### config.mk
export PLATFORM = sky130hd
export DESIGN_NAME = psum_collector
export DESIGN_NICKNAME = d
export VERILOG_FILES = /design/src/rtl/psum_pkg.sv /design/src/rtl/psum_col_fifo.sv /design/src/rtl/psum_collector.sv
export SDC_FILE = /design/constraint.sdc
export NUM_CORES = 1
export LEC_CHECK = 0
export CAP_MARGIN = 20
export CELL_PAD_IN_SITES_DETAIL_PLACEMENT = 0
export CELL_PAD_IN_SITES_GLOBAL_PLACEMENT = 1
export CORE_ASPECT_RATIO = 2
export CORE_MARGIN = 2
export CORE_UTILIZATION = 40
export CTS_BUF_LIST = sky130_fd_sc_hd__clkbuf_4
export DETAILED_ROUTE_END_ITERATION = 8
export HOLD_SLACK_MARGIN = 0.03
export PLACE_DENSITY = 0.76
export RECOVER_POWER = 50
export SLEW_MARGIN = 15
export SYNTH_ARGS = -nofsm -noshare
export SYNTH_HDL_FRONTEND = slang
export SYNTH_SLANG_ARGS = --single-unit
### constraint.sdc
create_clock -name clk -period 3.4 [get_ports clk]
set_input_delay 0.68 -clock clk [delete_from_list [all_inputs] [get_ports clk]]
set_output_delay 0.68 -clock clk [all_outputs]
set_load 0.02 [all_outputs]
### src/rtl/psum_pkg.sv
// Shared defaults and sizing helpers for the partial-sum collector.
package psum_pkg;
  localparam int unsigned COL_DEFAULT     = 8;
  localparam int unsigned PSUM_BW_DEFAULT = 16;
  localparam int unsigned DEPTH_DEFAULT   = 8;

  function automatic int unsigned ptr_width(input int unsigned d);
    return (d > 1) ? $clog2(d) : 1;
  endfunction

  function automatic int unsigned cnt_width(input int unsigned d);
    return $clog2(d) + 1;
  endfunction
endpackage

### src/rtl/psum_col_fifo.sv
// One column of the collector: circular buffer with pointers and occupancy count.
module psum_col_fifo
  import psum_pkg::*;
#(
  parameter int unsigned psum_bw = PSUM_BW_DEFAULT,
  parameter int unsigned depth   = DEPTH_DEFAULT
) (
  input  logic               clk,
  input  logic               reset,
  input  logic               push_i,
  input  logic               pop_i,
  input  logic [psum_bw-1:0] data_i,
  output logic [psum_bw-1:0] data_o,
  output logic               full_o,
  output logic               empty_o
);
  localparam int unsigned PW = ptr_width(depth);
  localparam int unsigned CW = cnt_width(depth);

  logic [PW-1:0]      wr_ptr_q, wr_ptr_d;
  logic [PW-1:0]      rd_ptr_q, rd_ptr_d;
  logic [CW-1:0]      count_q, count_d;
  logic [psum_bw-1:0] mem_q [depth];
  logic               do_push;
  logic               do_pop;

  assign full_o  = (count_q == CW'(depth));
  assign empty_o = (count_q == '0);
  assign do_pop  = pop_i && !empty_o;
  // A full column still accepts a write when its head leaves in the same cycle.
  assign do_push = push_i && (!full_o || do_pop);
  assign data_o  = mem_q[rd_ptr_q];

  always_comb begin
    wr_ptr_d = wr_ptr_q;
    rd_ptr_d = rd_ptr_q;
    count_d  = count_q;
    if (do_push) wr_ptr_d = wr_ptr_q + PW'(1);
    if (do_pop)  rd_ptr_d = rd_ptr_q + PW'(1);
    case ({do_push, do_pop})
      2'b10:   count_d = count_q + CW'(1);
      2'b01:   count_d = count_q - CW'(1);
      default: count_d = count_q;
    endcase
  end

  always_ff @(posedge clk) begin
    if (reset) begin
      wr_ptr_q <= '0;
      rd_ptr_q <= '0;
      count_q  <= '0;
    end else begin
      wr_ptr_q <= wr_ptr_d;
      rd_ptr_q <= rd_ptr_d;
      count_q  <= count_d;
    end
  end

  // Storage is deliberately unreset; the top masks it whenever no full row exists.
  always_ff @(posedge clk) begin
    if (!reset && do_push) mem_q[wr_ptr_q] <= data_i;
  end
endmodule

### src/rtl/psum_collector.sv
// Collects skewed south-edge partial sums into complete rows, one FIFO per column.
// Optional sticky overflow flag o_err is built when PSUM_COLLECTOR_ERR_EN is defined.
module psum_collector
  import psum_pkg::*;
#(
  parameter int unsigned col     = COL_DEFAULT,
  parameter int unsigned psum_bw = PSUM_BW_DEFAULT,
  parameter int unsigned depth   = DEPTH_DEFAULT
) (
  input  logic                   clk,
  input  logic                   reset,
  input  logic [psum_bw*col-1:0] in,
  input  logic [col-1:0]         wr,
  input  logic                   rd,
  output logic [psum_bw*col-1:0] out,
  output logic                   o_valid,
  output logic                   o_full,
`ifdef PSUM_COLLECTOR_ERR_EN
  output logic                   o_err,
`endif
  output logic                   o_ready
);
  logic [col-1:0]         full;
  logic [col-1:0]         empty;
  logic [psum_bw*col-1:0] head;
  logic                   pop;

  // Handshake: a row transfers on a rising edge where rd=1 and o_valid=1; rd while
  // o_valid=0 is ignored. o_ready only advises that no column is full.
  assign o_valid = ~|empty;
  assign o_full  = |full;
  assign o_ready = ~o_full;
  assign pop     = rd && o_valid;
  assign out     = o_valid ? head : '0;

  for (genvar c = 0; c < col; c++) begin : g_col
    psum_col_fifo #(
      .psum_bw(psum_bw),
      .depth  (depth)
    ) u_fifo (
      .clk    (clk),
      .reset  (reset),
      .push_i (wr[c]),
      .pop_i  (pop),
      .data_i (in[c*psum_bw +: psum_bw]),
      .data_o (head[c*psum_bw +: psum_bw]),
      .full_o (full[c]),
      .empty_o(empty[c])
    );
  end

`ifdef PSUM_COLLECTOR_ERR_EN
  logic err_q, err_d;
  logic drop;

  // Pop is row-wide, so a strobe into a full column drops only when no pop happens.
  assign drop  = (|(wr & full)) && !pop;
  assign err_d = err_q | drop;
  assign o_err = err_q;

  always_ff @(posedge clk) begin
    if (reset) err_q <= 1'b0;
    else       err_q <= err_d;
  end
`endif
endmodule

# Word level (Yosys, flattened, before mapping)
# Memories as Yosys holds them, arrays and structs flattened. A register that Yosys moved wholly into a read port is not among the register bits.
# Index checks and enable logic that the tools add are counted.
word_totals:
  regBits: 80
  ram_bits: 1024
  inputBits: 139
  output_inout_bits: 131
  elab_cells: 199
  n_memories: 8
classes:
  n_addsub: 32
  eq_ne: 24
  mux: 41
  n_bitwise: 1
  reduce_logical: 69
mem_list:
  columns: ["name", "words", "width", "rd", "rd_clocked_by_memory_dff", "write_ports", "line_no", "source"]
  rows:
  - ["g_col[0].u_fifo.mem_q", 8, 16, 1, 1, 1, "psum_col_fifo.sv:23", "logic [psum_bw-1:0] mem_q [depth];"]
  - ["g_col[1].u_fifo.mem_q", 8, 16, 1, 1, 1, "psum_col_fifo.sv:23", null]
  - ["g_col[2].u_fifo.mem_q", 8, 16, 1, 1, 1, "psum_col_fifo.sv:23", null]
  - ["g_col[3].u_fifo.mem_q", 8, 16, 1, 1, 1, "psum_col_fifo.sv:23", null]
  - ["g_col[4].u_fifo.mem_q", 8, 16, 1, 1, 1, "psum_col_fifo.sv:23", null]
  - ["g_col[5].u_fifo.mem_q", 8, 16, 1, 1, 1, "psum_col_fifo.sv:23", null]
  - ["+2 memories", null, null, null, null, null, null, null]
op_table:
  columns: ["cell", "count"]
  rows:
  - ["$mux W128", 1]
  - ["$pmux W4 S2", 8]
  - ["$add A3 B1 Y3 const B", 16]
  - ["$mux W3", 16]
  - ["$add A4 B1 Y4 const B", 8]
  - ["$eq A4 B4 Y1 const B", 8]
  - ["$logic_not A4 Y1", 8]
  - ["$sub A4 B1 Y4 const B", 8]
  - ["$logic_and A1 B1 Y1", 25]
  - ["$logic_not A1 Y1", 18]
  - ["$eq A2 B1 Y1 const B", 8]
  - ["$eq A2 B2 Y1 const B", 8]
  - ["$mux W1", 16]
  - ["$reduce_bool A2 Y1", 8]
  - ["$reduce_or A8 Y1", 2]
  - ["$logic_or A1 B1 Y1", 8]
  - ["$not A1 Y1", 1]

# Logic depth before layout (Yosys ltp)
# Gate-level depths: netlist of run 1.
logic_depth:
  ltp_word: 10
  depth_mapped: 15
  ltp_nobuf: 13

# Hierarchy
# From an unflattened synthesis of run 1, not the netlist that was laid out.
unflattened:
  cells_unflattened: 2455
  hier_area_um2: 47455.5
by_module_without_submodules:
  columns: ["mod", "instances", "cells_per_inst", "area_each_um2", "seq_area_each_um2"]
  rows:
  - ["psum_col_fifo", 8, 270, 5688.0, 4103.9]
  - ["psum_collector", 1, 295, 1951.9, 0.0]

# Worst setup path before layout of run 1
# Ideal clock, no wire load.
synth_timing:
  path_kind: "reg-to-reg"
  start: "reg g_col[1].u_fifo.count_q[1]"
  end: "mem g_col[0].u_fifo.mem_q[4][0] (netlist name), enable pin"
  setup_time_ps: 436
  arrival_time_ps: 3231
  required_ps: 2964
  path_slack_ps: -267
  path_stages_with_launch: 9
  path_buffers: 2
  period_less_slack_ps: 3667
  path_cell_list: "dfxtp_1 buf_2 nor4_2 nor4_4 nand4_4 inv_4 buf_8 o21ai_2 nor4b_1"
synth_between:
  elab_chain_cells: 10
synth_lines:
  columns: ["element", "line_no", "source"]
  rows:
  - ["start, declared", "psum_col_fifo.sv:22", "logic [CW-1:0] count_q, count_d;"]
  - ["start signal, assigned", "psum_col_fifo.sv:55", "count_q <= count_d;"]
  - ["$logic_not A4 Y1", "psum_col_fifo.sv:28", "assign empty_o = (count_q == '0);"]
  - ["$reduce_or A8 Y1", "psum_collector.sv:30", "assign o_valid = ~|empty;"]
  - ["$logic_not A1 Y1", "psum_collector.sv:30", null]
  - ["$logic_and A1 B1 Y1", "psum_collector.sv:33", "assign pop = rd && o_valid;"]
  - ["$logic_and A1 B1 Y1", "psum_col_fifo.sv:29", "assign do_pop = pop_i && !empty_o;"]
  - ["$logic_or A1 B1 Y1", "psum_col_fifo.sv:31", "assign do_push = push_i && (!full_o || do_pop);"]
  - ["$logic_and A1 B1 Y1", "psum_col_fifo.sv:31", null]
  - ["$logic_and A1 B1 Y1", "psum_col_fifo.sv:61", "if (!reset && do_push) mem_q[wr_ptr_q] <= data_i;"]
  - ["$mux W1", "psum_col_fifo.sv:61", null]
  - ["$mux W1 (implied by the code)", "psum_col_fifo.sv:61", null]
  - ["end, declared", "psum_col_fifo.sv:23", null]
# No other way between the ends.

# Worst setup path after layout of run 1
layout_timing:
  start: "reg g_col[1].u_fifo.count_q[1]"
  end: "out out[122]"
layout_between:
  elab_chain_cells: 3
layout_lines:
  columns: ["element", "line_no", "source"]
  rows:
  - ["$logic_not A4 Y1", "psum_col_fifo.sv:28", null]
  - ["$reduce_or A8 Y1", "psum_collector.sv:30", null]
  - ["$mux W128", "psum_collector.sv:34", "assign out = o_valid ? head : '0;"]
  - ["end, declared", "psum_collector.sv:15", "output logic [psum_bw*col-1:0] out,"]
# No other way between the ends.

==> results of run 1 <==
[routing by layer]
layer	GRT usage	wire length, um	share of wire
met2	0.3329	56020	0.55
met3	0.04517	5446	0.054
met5	0	99	0.00098
met1	0.1931	36570	0.36
met4	0.07229	3002	0.030
[worst min-delay path, stage by stage]
cell             delay (ps)
clkdlybuf4s50_1         500
o211ai_1                120
o21ai_0                  80
[Yosys cell counts, drive strengths merged, types with 10 or more instances]
cell type	number
edfxtp	1024
mux4	256
a21oi	46
or3	18
nor2	213
ha	38
clkbuf	76
dfxtp	104
nand2	63
mux2i	146
nor4	14
xor2	20
mux2	15
xnor2	13
nor2b	20
nor3	29
nand3	10
inv	34
buf	46
o21ai	40
[timing repair]
item                       in CTS  in global routing
buffers inserted               79                 18
pin swaps                      49                 81
gates cloned                   16                  2
gates resized for setup      1124                128
hold buffers                    1                  0
setup endpoints to repair     133                131
hold endpoints to repair       28                  0
[state kept, by name, indices dropped and copies added (netlist names), named ones only]
signal	flops
g_col.u_fifo.rd_ptr_q	24
g_col.u_fifo.count_q	32
g_col.u_fifo.wr_ptr_q	24
g_col.u_fifo.mem_q	1024
[worst max path at each step]
stage                                        to  depth (start not counted)
floorplan           g_col[3].u_fifo.mem_q[1][0]                          5
global placement     g_col[4].u_fifo.count_q[2]                         12
detailed placement   g_col[4].u_fifo.count_q[2]                         12
CTS                                    out[103]                         10
global route                            out[95]                          9
finish                                 out[122]                          9
[final cells by class]
type                    instances  area (um^2)
diodes                         13        32.53
clock buffers                 324         2432
clock inverters               104        653.1
fillers                      8939        53780
inverters                      34        135.1
multi-input cells            1021        12500
flip-flops and latches       1128        32930
well taps                    1479         1851
repair buffers                510         5668
[power by group]
part	switching, mW	internal [mW]	total (mW)
combinational	0.563	0.396	0.959
sequential	0.105	15.3	15.4
clock	5.17	4.94	10.1
[stage by stage]
stage                     worst slack (ps)  power, mW  utilization
after CTS                           -548.6      26.89       0.5057
final                               -307.0      26.48       0.5110
after global placement              -31.30      16.55       0.4547
after global routing                -527.3      27.59       0.5109
after floorplan                      27.05      16.08            -
after detailed placement            -67.70      16.62       0.4547
[kinds of logic after synthesis]
logic type / count (synthesis) / share of synthesized area
flops: 1128 / 0.7397
mux: 417 / 0.1666
compound gates: 113 / 0.01533
simple gates: 418 / 0.04550
buf+inv: 156 / 0.01477
xor+xnor: 33 / 0.006512
fa+ha+maj: 40 / 0.01161
==> impl_metrics.ini, run 1 <==
[min_path]
whs_path_depth = 3
min-delay-path-class = in2reg
hp-start = wr[7]
min_to = g_col[7].u_fifo.wr_ptr_q[0]

[clock_tree]
insertion_delay_ps = 1200
clk_pin_slew_ps = 70
cts_buffers = 240
cts_sinks = 1128
root_buffer = clkbuf_4
cts_tree = built
clock_path_buffers = 3
cts_max_level = 4

[timing]
fin_hold_ws_ps = 239.1
finalCriticalPeriod_ps = 3707
post-route-period-util = 1.090
skew_ps = 78.50
setup_slack_ps = -307.0
rsz0062_at_grt = yes
slew_viol_final = 0
worstMarginPinSlew_ps = 674.8
relSlewSlack = 0.5454
fin_setup_tns_ps = -26860
finalSetupViolations = 136
hold_violations = 0
fmax_mhz = 269.8

[cells_and_area]
final_nets = 3114
final-instance-count-excl-fill = 4613
layout_commonest_cell = edfxtp_1
syn_to_final_growth_pct = 26.60
final_cell_mix = 1024 x edfxtp_1, 324 x clkbuf_4, 256 x mux4_2
drive_above_1_share = 0.4127
final_area_um2 = 56190

[worst_setup_path]
crit_arrival_ps = 3030
crit_required_ps = 2720
regToRegEndpoint = g_col[5].u_fifo.count_q[2]
r2r-start = g_col[1].u_fifo.count_q[1]
critPathKind = reg2out
cp_num_buf_inv = 5
rr_worst_depth = 14
crit_path_cell_trace = nor4_4, nor4_4, nand3_4, buf_8, buf_16, buf_16, buf_8, nor2_4, buf_6
crit_start = g_col[1].u_fifo.count_q[1]
cpPeakStageDelay_ps = 390
slowest_stage = dfxtp_4
crit_path_start_kind = flop
critPathTopFamily = buffers and inverters
crit_fanout = 8
crit_path_end_kind = output pin
rrSetupSlack_ps = -160

[floorplan]
die_w_um = 239.6
start_util = 0.4036
rows = 172
die_area_um2 = 113800
io_pins = 270
core_area_um2 = 110000
die_y_um = 475.1

[placement]
io_buffers = 269
post-dp-hpwl_um = 59800
globalplace.congestion = 0.7394
placed_area_um2 = 50010
dp.cells = 4062

[power_and_ir_drop]
irDropWorstVdd_mv = 0.3520
p_leak_nw = 18.25
power_density_nw_per_um2 = 471.2

[grt]
grt_usage = 0.1796
grt_first_pass_wirelength_um = 152000
overflow = 0
antenna_found_initial = 26
first_global_vias = 26142
grt_start_max_net_pins = 46

[drt]
vias = 23780
antenna_left = 0
wl_um = 101100
firstDrtPassIters = 5
drt_iter0_markers = 1149
vias_per_cell = 5.155
drc = 0
routedWlPerCell_um = 21.92

[logic_synthesis]
yosysWarnings = 0
ys_ff_latch = 1128
avgSynthCellArea_um2 = 19.26
synth_nets = 2484
ys_types = 61
yosysSeqAreaShare = 0.7397
yosysTopAreaCell = edfxtp_1
yosysTopAreaCellShare = 0.6928
syn_inst = 2305
synth_edf_count = 1024
async_reset_ff_frac = 0
ys.flop_type = edfxtp_1
post_synth_main_area_contributors = edfxtp_1 69%, mux4_2 13%, dfxtp_1 4.7%
synth_area_um2 = 44390

[outcome]
status = complete, but fails checks
violations = setup timing

[run]
drv_cap = 0
No activity file was read; power rests on OpenSTA's default activity.
==> inputs of run 2 (changes only) <==
--- a/config.mk
+++ b/config.mk
@@ -13,7 +13,7 @@
 export CORE_UTILIZATION = 40
 export CTS_BUF_LIST = sky130_fd_sc_hd__clkbuf_4
 export DETAILED_ROUTE_END_ITERATION = 8
-export HOLD_SLACK_MARGIN = 0.03
+export HOLD_SLACK_MARGIN = 0.05
 export PLACE_DENSITY = 0.76
 export RECOVER_POWER = 50
 export SLEW_MARGIN = 15
==> impl_metrics.ini, run 2 (synthesis results as in run 1) <==
[outcome]
status = complete, but fails checks
violations = setup timing

[worst_setup_path]
crit_fanout = 8
crit_path_end_kind = output pin
crit_arrival_ps = 3020
crit_path_start_kind = flop
crit_required_ps = 2720
critPathKind = reg2out

[cells_and_area]
layout_commonest_cell = edfxtp_1
final_area_um2 = 56290
largest_reg_flops = 1024
top_regs = g_col.u_fifo.mem_q: 1024 flops, g_col.u_fifo.count_q: 32 flops
regMostFlops = g_col.u_fifo.mem_q
syn_to_final_growth_pct = 26.80
final_cell_mix = 1024 x edfxtp_1, 324 x clkbuf_4, 256 x mux4_2
n_fill_cell = 8936
final-seq-area_um2 = 32930
final_nets = 3123
drive_above_1_share = 0.4115
multi_input_area_um2 = 12500

[clock_tree]
root_buffer = clkbuf_4
cts_buffers = 240
clock_path_buffers = 3
cts_sinks = 1128
insertion_delay_ps = 1190
clk_pin_slew_ps = 70
cts_max_level = 4
cts_tree = built

[timing]
hold_violations = 0
setup_slack_ps = -300.0
fmax_mhz = 270.3
finalCriticalPeriod_ps = 3700
slew_viol_final = 0
finalSetupViolations = 136
skew_ps = 77.52
worstMarginPinSlew_ps = 671.2
relSlewSlack = 0.5478
post-route-period-util = 1.088
rsz0062_at_grt = yes

[drt]
routedWlPerCell_um = 21.87
wl_um = 101100
antenna_left = 0
vias = 23722
drt_iter0_markers = 1096
drc = 0
vias_per_cell = 5.131
firstDrtPassIters = 6

[floorplan]
start_util = 0.4036
rows = 172
die_area_um2 = 113800
die_w_um = 239.6
core_area_um2 = 110000
io_pins = 270
die_y_um = 475.1

[placement]
placed_area_um2 = 50010
dp_slack_ps = -67.70
post-dp-hpwl_um = 59800
io_buffers = 269
globalplace.congestion = 0.7394

[grt]
antenna_found_initial = 22
first_global_vias = 26185
overflow = 0
grt_start_max_net_pins = 46
grt_first_pass_wirelength_um = 152100
grt_usage = 0.1797

[power_and_ir_drop]
irDropWorstVdd_mv = 0.3508
p_leak_nw = 18.29
power_density_nw_per_um2 = 470.5

[min_path]
min-delay-path-class = in2reg

[run]
drv_cap = 0
-- run 2: changes by cell type in the layout (fill, tap and decap cells not counted), sizes merged --
cell,delta
dlygate4sd3,+9
diode,+1
-- run 2: per-stage QoR --
stage	setup TNS, ps	power (mW)	std cells	hold WS, ps	utilization
floorplan	0	16.08	2305	454.1	-
global placement	-58.16	16.55	4062	468.3	0.4547
detailed placement	-178.5	16.62	4062	481.6	0.4547
CTS	-47660	26.90	4594	50.93	0.5065
global route	-81610	27.60	4619	130.8	0.5117
finish	-25920	26.48	4623	241.0	0.5118
-- run 2: worst max-delay path, stage by stage, from the launching register on --
cell,delay [ps]
dfxtp_4,390
nor4_4,60
nor4_4,380
nand3_4,140
buf_8,160
buf_16,170
buf_16,170
buf_8,140
nor2_4,80
buf_6,120
-- run 2: path summary, 6_finish.rpt --
path | from | cells after the start | endpoint | slack [ps]
min reg2reg | g_col[5].u_fifo.rd_ptr_q[1] | 2 | flop | 480
min | wr[7] | 3 | g_col[7].u_fifo.wr_ptr_q[0] | 240
max | g_col[1].u_fifo.count_q[1] | 9 | out[122] | -300
max reg2reg | g_col[1].u_fifo.count_q[1] | 14 | g_col[5].u_fifo.count_q[2] | -160
-- run 2: cell type report --
class,instances,share of cell area
clock inverters,104,0.01160
inverters,34,0.002401
diodes,14,0.0006224
repair buffers,519,0.1023
well taps,1479,0.03288
multi-input cells,1021,0.2220
flip-flops and latches,1128,0.5850
clock buffers,324,0.04321
-- run 2: where the power goes --
group / switching (mW) / total (mW) / internal [mW]
Combinational: 0.566 / 0.969 / 0.403
Clock: 5.17 / 10.1 / 4.94
Sequential: 0.105 / 15.4 / 15.3
Total: 5.84 / 26.5 / 20.6
-- run 2: layer usage --
metal / vias to the layer above / part of all wire / GRT usage
li1: 10682 / - / -
met1: 12161 / 0.36 / 0.1935
met2: 652 / 0.56 / 0.3341
met3: 211 / 0.052 / 0.04483
met4: 16 / 0.028 / 0.06978
met5: - / 0.0011 / 0
-- run 2: timing repair --
item / in CTS / in global routing
setup endpoints to repair: 133 / 131
hold endpoints to repair: 65 / 0
setup buffers: 79 / 18
gates cloned: 16 / 2
hold buffers: 10 / 0
pin swaps: 49 / 81
gates resized for setup: 1124 / 128
